## src/rtl/mag_comp_pkg.sv

```systemverilog
// Shared types and helpers for the registered magnitude comparator family.
// The 2-bit result code is what travels along the slice cascade chain.
package mag_comp_pkg;

    typedef enum logic [1:0] {
        CMP_EQ = 2'b00,
        CMP_GT = 2'b01,
        CMP_LT = 2'b10
    } cmp_result_t;

    typedef struct packed {
        logic gt;
        logic lt;
        logic eq;
    } cmp_flags_t;

    // One-hot flags from an encoded result; the unused code falls back to equal
    function automatic cmp_flags_t decodeResult(input cmp_result_t res);
        cmp_flags_t flags;
        flags = '0;
        case (res)
            CMP_GT:  flags.gt = 1'b1;
            CMP_LT:  flags.lt = 1'b1;
            default: flags.eq = 1'b1;
        endcase
        return flags;
    endfunction

    // External cascade pins to a result code: eq wins, then gt, then lt,
    // and an all-zero cascade is treated as equal
    function automatic cmp_result_t resolveCascade(input logic gtIn, input logic ltIn,
                                                   input logic eqIn);
        cmp_result_t res;
        if (eqIn)
            res = CMP_EQ;
        else if (gtIn)
            res = CMP_GT;
        else if (ltIn)
            res = CMP_LT;
        else
            res = CMP_EQ;
        return res;
    endfunction

endpackage

```

## src/rtl/mag_comp_slice.sv

```systemverilog
// Combinational 4-bit compare stage. The highest differing bit decides;
// if all four bits match, the lower-order result is passed through.
module mag_comp_slice
    import mag_comp_pkg::*;
(
    input  logic [3:0]  a,
    input  logic [3:0]  b,
    input  cmp_result_t cascIn,
    input  logic        signedTop,
    output cmp_result_t result
);

    // MSB-first priority; in the signed top slice a set sign bit means smaller
    always_comb begin
        result = cascIn;
        if (a[3] != b[3])
            result = (a[3] ^ signedTop) ? CMP_GT : CMP_LT;
        else if (a[2] != b[2])
            result = a[2] ? CMP_GT : CMP_LT;
        else if (a[1] != b[1])
            result = a[1] ? CMP_GT : CMP_LT;
        else if (a[0] != b[0])
            result = a[0] ? CMP_GT : CMP_LT;
    end

endmodule

```

## src/rtl/mag_comp4.sv

```systemverilog
// Registered magnitude comparator with 74x85-style cascade inputs.
// Operands are widened to whole 4-bit slices, compared LSB slice first
// through the cascade chain, and the decoded flags are registered once.
module mag_comp4
    import mag_comp_pkg::*;
#(
    parameter int WIDTH  = 4,
    parameter bit SIGNED = 1'b0
) (
    input  logic             clk,
    input  logic             rst,
    input  logic             in_valid,
    input  logic [WIDTH-1:0] A,
    input  logic [WIDTH-1:0] B,
    input  logic             gt_in,
    input  logic             lt_in,
    input  logic             eq_in,
    output logic             out_valid,
    output logic             AgtB,
    output logic             AltB,
    output logic             AeqB
);

    localparam int NSLICE = (WIDTH + 3) / 4;
    localparam int EXTW   = NSLICE * 4;

    logic [EXTW-1:0] aExt;
    logic [EXTW-1:0] bExt;
    cmp_result_t     chain [NSLICE+1];
    cmp_flags_t      flags;

    // Pad to a whole number of slices: zero fill for unsigned, sign fill for signed
    if (EXTW == WIDTH) begin : gNoExt
        assign aExt = A;
        assign bExt = B;
    end else begin : gExt
        logic aFill;
        logic bFill;
        assign aFill = SIGNED & A[WIDTH-1];
        assign bFill = SIGNED & B[WIDTH-1];
        assign aExt  = {{(EXTW-WIDTH){aFill}}, A};
        assign bExt  = {{(EXTW-WIDTH){bFill}}, B};
    end

    assign chain[0] = resolveCascade(gt_in, lt_in, eq_in);

    for (genvar s = 0; s < NSLICE; s++) begin : gSlice
        mag_comp_slice uSlice (
            .a         (aExt[4*s +: 4]),
            .b         (bExt[4*s +: 4]),
            .cascIn    (chain[s]),
            .signedTop (SIGNED && (s == NSLICE - 1)),
            .result    (chain[s+1])
        );
    end

    // Result register: valid follows in_valid every cycle, flags hold through bubbles
    always_ff @(posedge clk or posedge rst) begin
        if (rst) begin
            out_valid <= 1'b0;
            flags     <= '0;
        end else begin
            out_valid <= in_valid;
            if (in_valid)
                flags <= decodeResult(chain[NSLICE]);
        end
    end

    assign AgtB = flags.gt;
    assign AltB = flags.lt;
    assign AeqB = flags.eq;

endmodule

```

## config.mk

```make
export PLATFORM = sky130hd
export DESIGN_NAME = mag_comp4
export DESIGN_NICKNAME = d
export VERILOG_FILES = /design/src/rtl/mag_comp_pkg.sv /design/src/rtl/mag_comp_slice.sv /design/src/rtl/mag_comp4.sv
export SDC_FILE = /design/constraint.sdc
export NUM_CORES = 1
export LEC_CHECK = 0
export ABC_CLOCK_PERIOD_IN_PS = 1000
export CORE_AREA = 2 2 39 41
export DETAILED_ROUTE_END_ITERATION = 16
export DIE_AREA = 0 0 41 43
export DONT_BUFFER_PORTS = 1
export PLACE_DENSITY_LB_ADDON = 0.2
export SLEW_MARGIN = 20
export SYNTH_ARGS = -nofsm -noshare
export SYNTH_HDL_FRONTEND = slang
export SYNTH_SLANG_ARGS = --single-unit
```

## constraint.sdc

```tcl
create_clock -name clk -period 1 [get_ports clk]
set_clock_uncertainty 0.2 [all_clocks]
set_input_delay 0.1 -clock clk [delete_from_list [all_inputs] [get_ports clk]]
set_output_delay 0.1 -clock clk [all_outputs]
set_load 0.05 [all_outputs]
```

# ---- Word-level counts from Yosys, hierarchy flattened
# Cells that the tools add are included.
dict set report word_totals {
  reg_bits 4
  input_bits 14
  output_inout_bits 4
  elab_cells 25
}
dict set report op_classes {
  n_eq_ne 6
  mux 14
  reduce_logical 1
}
# op count
set op_table {}
lappend op_table {{2-to-1 mux 2 bit} 11}
lappend op_table {{inequality test 1 bit} 4}
lappend op_table {{2-to-1 mux 1 bit} 3}
lappend op_table {{equality test 2 x 1 -> 1 bit (second input constant)} 1}
lappend op_table {{equality test 2 bit (second input constant)} 1}
lappend op_table {{OR reduction 2 bit} 1}

# ---- Longest topological paths before layout
# Gate-level depths: netlist of run 1.
dict set report logic_depth {
  word_depth 10
  mapped_depth 6
  depth_no_buf 6
}

# ---- Cells and area by module
# A second synthesis of run 1 with hierarchy kept.
dict set report hier_totals {
  hier_cells 40
  area_unflattened_um2 357.8
}
# module instances cells_per_inst area_per_inst_um2 seq_area_each_um2
set by_module_without_submodules {}
lappend by_module_without_submodules {mag_comp4 1 15 187.7 100.1}
lappend by_module_without_submodules {mag_comp_slice 1 25 170.2 0.0}

# ---- Least setup slack after synthesis of run 1
# OpenSTA, ideal clock, no wires.
dict set report synth_path {
  kind {input-to-reg}
  start {input lt_in}
  end {register flags, in the netlist AeqB}
  setup_ps 125
  arrival_time_ps 1369
  slack_ps -693
  cell_stages 6
  path_buffers 0
  path_cell_list {nor3b_2 > a211oi_2 > o22ai_1 > maj3_2 > ha_1 > mux2_2}
}
dict set report synth_via {
  elab_chain_cells 10
  word_cells_on_any_way 11
  classes_between {eq/ne: 2; mux: 8; reduce/logical: 1}
}
# item line_no
set synth_lines {}
lappend synth_lines {{from (decl)} mag_comp4.sv:16} ;# input logic lt_in,
lappend synth_lines {{2-to-1 mux 2 bit (*)} mag_comp_pkg.sv:38} ;# else if (ltIn)
lappend synth_lines {{2-to-1 mux 2 bit (*)} mag_comp_pkg.sv:36} ;# else if (gtIn)
lappend synth_lines {{2-to-1 mux 2 bit (*)} mag_comp_pkg.sv:34} ;# if (eqIn)
lappend synth_lines {{2-to-1 mux 2 bit (*)} mag_comp_slice.sv:22} ;# else if (a[0] != b[0])
lappend synth_lines {{2-to-1 mux 2 bit (*)} mag_comp_slice.sv:20} ;# else if (a[1] != b[1])
lappend synth_lines {{2-to-1 mux 2 bit (*)} mag_comp_slice.sv:18} ;# else if (a[2] != b[2])
lappend synth_lines {{2-to-1 mux 2 bit (*)} mag_comp_slice.sv:16} ;# if (a[3] != b[3])
lappend synth_lines {{equality test 2 bit / equality test 2 x 1 -> 1 bit (equally long branches)} mag_comp_pkg.sv:21} ;# case (res)
lappend synth_lines {{OR reduction 2 bit (no source line) (*)} n/a}
lappend synth_lines {{2-to-1 mux 1 bit (*)} mag_comp_pkg.sv:21}
lappend synth_lines {{to (signal assigned)} mag_comp4.sv:65} ;# flags <= decodeResult(chain[NSLICE]);
lappend synth_lines {{to (decl)} mag_comp4.sv:30} ;# cmp_flags_t flags;
# Every way passes the cells marked *; elsewhere a longest branch is shown, timed or not.
# A chain may end at the register's enable or synchronous reset.

# ---- Worst setup path after layout of run 1
# Ends and elaborated chain as after synthesis.

==> metrics, run 1 <==
outcome complete, but fails checks; violated checks negative hold slack, negative setup slack; CTS Buffer Depth 2; Min Hold Slack -0.302 ns; Peak VDD IR 0.000412 V; num rows 14; CP startpoint kind input port; leading area contributor after synthesis dfrtp_1; Period Utilization, post-route 1.49; Max-cap violations 0; clk_lat worst skew 0.23 ns; Die ar. 1760 um2; reg2reg end AltB; Hold WC Path Type input port to flop; setup ws final -0.494 ns; most common cell after layout, fill and taps aside inv_1; total wire length 635 um; GR Overflow Total 0; Mapped Avg Cell Area 9.49 um2; Avg WL per Cell 10.8 um; Crit. End Element flop; Avg Vias per Cell 4.59; clk root buf clkbuf_4; Yosys top cell area share 0.310; Final Util 0.349; die height 43 um; Layout area overhead 49.6%; core area 1380 um2; Syn Inst Count 34; vias in the first global route 257; fmax 670 MHz; Final ANT Viol Nets 0; Starting Density 0.233; synth warn 0; Worst R2R Path Depth 1; PortBufs 0; total clock sinks 4; TritonCTS clock tree done; initial detailed-routing violation count 8; Leakage 0.220 nW; Synth Area in Compound Gates 0.202; htree depth 1; Die X 41 um; Ports 18; syn nets 50; Remaining DRCs 0; RSZ-0062 raised after global routing yes; gpl congestion 0.704; adder-cell share of the synthesized area 0.147; R2R Path Start AltB; First-pass DRT Iterations 4; first-pass GRT wire length 993 um; Worst Max-Slew Pin Slew 0.301 ns; critical path type input port to flop; flops & latches, synth 4; Setup crit end AeqB; fin nets 61; Worst EP arrival 1.41 ns; largest family of logic cells by synthesized area compound AO/OA/AOI/OAI gates; GRT Total Usage 0.0826; Yosys cell types 17; final setup fails 7; Worst slew margin 0.798; ranking of synthesized cells by area dfrtp_1, mux2_2, ha_1; Antenna diodes 0; most frequent cells in the layout inv_1, dfrtp_1; pwr dens 1420 nW/um2; detailed-route via count 271; initial antenna violation count 0; largest net degree at the start of global routing 5; flop-to-flop setup slack 0.03 ns; Mapped Area 323 um2; critical path peak fanout 2; hold-fix buffers at CTS 1; Final Max Tran Viols 0; CP startpoint lt_in; Clock transition at path regs 0.04 ns; post-synthesis mux area share 0.105; CTS Buf Count 3; XOR/XNOR Fraction of Synth Area 0; fin crit period 1.49 ns; post-CTS setup buffer count 0; Post-Synth Simple-Gate Area 0.178; sequential area share after synthesis 0.310; final hold violations 8; layout cell share with drive strength beyond 1 0.442; Worst EP required 0.91 ns
==> kinds of logic (layout without fill, tap and decap cells) <==
family          after synthesis  in the layout
fa+ha+maj                     4              4
mux                           3              3
compound gates                9              9
buf+inv                       5             14
flops                         4              4
simple gates                  9              9
==> synthesized netlist by cell type, drive strengths merged <==
master,number
a211oi,2
a2bb2oi,1
dfrtp,4
ha,2
inv,5
maj3,2
mux2,3
nand2,1
nand2b,3
nor2,1
nor2b,3
nor3b,1
o21ai,3
o22a,1
o22ai,2
==> sequential cells by signal (all words and copies together) (netlist names) <==
register / cells
AltB: 1
out_valid: 1
AeqB: 1
AgtB: 1
==> how the worst min path moves through the flow <==
stage / startpoint / endpoint / depth (start not counted)
floorplan: rst / AeqB / 1
global placement: rst / out_valid / 1
detailed placement: rst / AeqB / 1
CTS: in_valid / out_valid / 0
global route: in_valid / out_valid / 0
finish: in_valid / out_valid / 0
==> where the power goes <==
part / internal (W) / switching (W)
sequential: 0.000188 / 0.0000176
combinational: 0.000138 / 0.000147
clock: 0.000134 / 0.0000595
==> per-layer routing <==
layer,vias up,routed length (um),GRT usage
li1,140,-,-
met4,0,17,0.0600
met5,-,0,0
met2,12,274,0.113
met3,2,62,0.0262
met1,117,281,0.104
==> critical path, cell delays in order <==
cell and delay [ns]:
nor3b_4 0.13, a211oi_2 0.27, o22ai_2 0.12, maj3_2 0.34
ha_4 0.21, mux2_4 0.25
==> timing repair <==
action,in CTS,in global routing
resized for setup,3,3
pin swaps,0,3
endpoints found under the hold margin,8,4
setup endpoints to repair,7,7
==> layout make-up <==
cell class | count | area [um2]
timing repair buffer | 6 | 71.3
inverter | 5 | 18.8
clock buffer | 3 | 22.5
sequential | 4 | 100
multi-input combinational | 25 | 250
fill | 141 | 901
tap | 16 | 20.0
==> metrics by stage <==
stage | instance area, um2 | setup slack (ns) | TNS, ns | power, W | instances
floorplan | 349 | -0.657 | -1.75 | 0.000389 | 34
global placement | 419 | -0.716 | -1.92 | 0.000453 | 55
detailed placement | 419 | -0.717 | -1.93 | 0.000455 | 55
CTS | 463 | -0.472 | -1.51 | 0.000679 | 59
global route | 483 | -0.550 | -1.82 | 0.000735 | 59
finish | 483 | -0.494 | -1.56 | 0.000684 | 59
(Power assumes the default switching activity.)
==> inputs of run 2 (changes only) <==
--- a/config.mk
+++ b/config.mk
@@ -10,7 +10,7 @@
 export DETAILED_ROUTE_END_ITERATION = 16
 export DIE_AREA = 0 0 41 43
 export DONT_BUFFER_PORTS = 1
-export PLACE_DENSITY_LB_ADDON = 0.2
+export PLACE_DENSITY_LB_ADDON = 0.15
 export SLEW_MARGIN = 20
 export SYNTH_ARGS = -nofsm -noshare
 export SYNTH_HDL_FRONTEND = slang
==> metrics, run 2 (synthesized netlist as in run 1, its figures left out) <==
Max-cap violations 0; Worst slew margin 0.809; pwr dens 1410 nW/um2; fin crit period 1.47 ns; GRT Total Usage 0.0924; Hold WC Path Type input port to flop; layout cell share with drive strength beyond 1 0.442; most frequent cells in the layout inv_1, dfrtp_1, nor2b_1, clkbuf_4, buf_6; GR Overflow Total 0; num rows 14; Remaining DRCs 0; Cell Int Power 0.000456 W; switching power 0.000233 W; detailed-route via count 264; fmax 681 MHz; total clock sinks 4; critical path peak fanout 2; Avg WL per Cell 11.2 um; Final ANT Viol Nets 0; vias in the first global route 290; post-CTS setup buffer count 0; First-pass DRT Iterations 2; total wire length 662 um; htree depth 1; Layout area overhead 51.2%; Worst EP arrival 1.38 ns; setup ws final -0.468 ns; die height 43 um; switching part of the total 0.338; Clk pwr share 0.289; Worst EP required 0.91 ns; power share of the combinational group 0.413; initial detailed-routing violation count 1; dpl ws -0.713 ns; hold-fix buffers at CTS 1; Setup TNS -1.51 ns; Antenna diodes 0; Final Max Tran Viols 0; clk_lat worst skew 0.23 ns; PortBufs 0; gpl congestion 0.655; Die ar. 1760 um2; critical path type input port to flop; core area 1380 um2; outcome complete, but fails checks; CTS Buf Count 3; Final HPWL DP 572 um; final setup fails 7; Min Hold Slack -0.308 ns; Starting Density 0.233; RSZ-0062 raised after global routing yes; largest net degree at the start of global routing 5; initial antenna violation count 0; clk root buf clkbuf_4; Period Utilization, post-route 1.47; final hold violations 8; CTS Buffer Depth 2; Ports 18; Crit. End Element flop; Avg Vias per Cell 4.47; Seq pwr share 0.298; Peak VDD IR 0.000478 V; Leakage 0.216 nW; Worst Max-Slew Pin Slew 0.286 ns; fill cell count 143; first-pass GRT wire length 1060 um; Clock transition at path regs 0.04 ns; most common cell after layout, fill and taps aside inv_1; violated checks negative hold slack, negative setup slack; Die X 41 um; CP startpoint kind input port; TritonCTS clock tree done; fin nets 61
## run 2: changes by cell type in the layout (fill, tap and decap cells not counted)
cell and delta:
o22ai_2 -1, a211oi_1 -1, o22ai_1 +1, a211oi_2 +1
mux2_4 -1, mux2_2 +1, ha_2 -1, ha_4 +1
## run 2: worst max-delay path, cell delays in order
cell	delay, ns
nor3b_4	0.13
a211oi_2	0.24
o22ai_1	0.10
maj3_2	0.34
ha_4	0.22
mux2_2	0.25
## run 2: stage by stage
stage                     area [um2]  utilization  power [W]  std cells
after floorplan                  349            -   0.000389         34
after global placement           419        0.303   0.000455         55
after detailed placement         419        0.303   0.000457         55
after CTS                        463        0.335   0.000689         59
after global routing             488        0.353   0.000730         59
final                            488        0.353   0.000688         59
## run 2: layout make-up
class                           count  area, um2  share of cell area
Clock buffer                        3       22.5              0.0462
Sequential cell                     4        100               0.205
Timing Repair Buffer                6       71.3               0.146
Multi-Input combinational cell     25        255               0.523
Inverter                            5       18.8              0.0385
Tap cell                           16       20.0              0.0410
## run 2: routing by layer
layer,vias up,share of wire,GRT usage
met2,11,0.51,0.141
met3,0,0.11,0.0314
met4,0,0,0.0800
met5,-,0,0
met1,114,0.38,0.0932
li1,139,-,-
## run 2: worst paths after layout
check	slack (ns)	start	depth (start not counted)	end
worst min register to register	0.33	AeqB	1	AeqB
worst max-delay path	-0.47	lt_in	6	AeqB
worst max register to register	0.03	AltB	1	AltB
worst min-delay path	-0.31	in_valid	0	out_valid
max in group asynchronous	0.46	rst	2	AgtB
min in group asynchronous	-0.02	rst	2	AltB
## run 2: repair_timing
| item | 4_1_cts | 5_1_grt |
|---|---|---|
| endpoints found under the hold margin | 8 | 4 |
| resized for setup | 3 | 3 |
| gates cloned | 0 | 0 |
| setup endpoints to repair | 7 | 7 |
| pin swaps | 0 | 3 |
## run 2: power groups by stage
stage / Clock (W) / Combinational (W) / Sequential (W)
after floorplan: 0 / 0.000100 / 0.000288
after global placement: 0 / 0.000253 / 0.000202
after detailed placement: 0 / 0.000253 / 0.000204
after CTS: 0.000211 / 0.000271 / 0.000206
after global routing: 0.000214 / 0.000307 / 0.000208
final: 0.000199 / 0.000284 / 0.000205
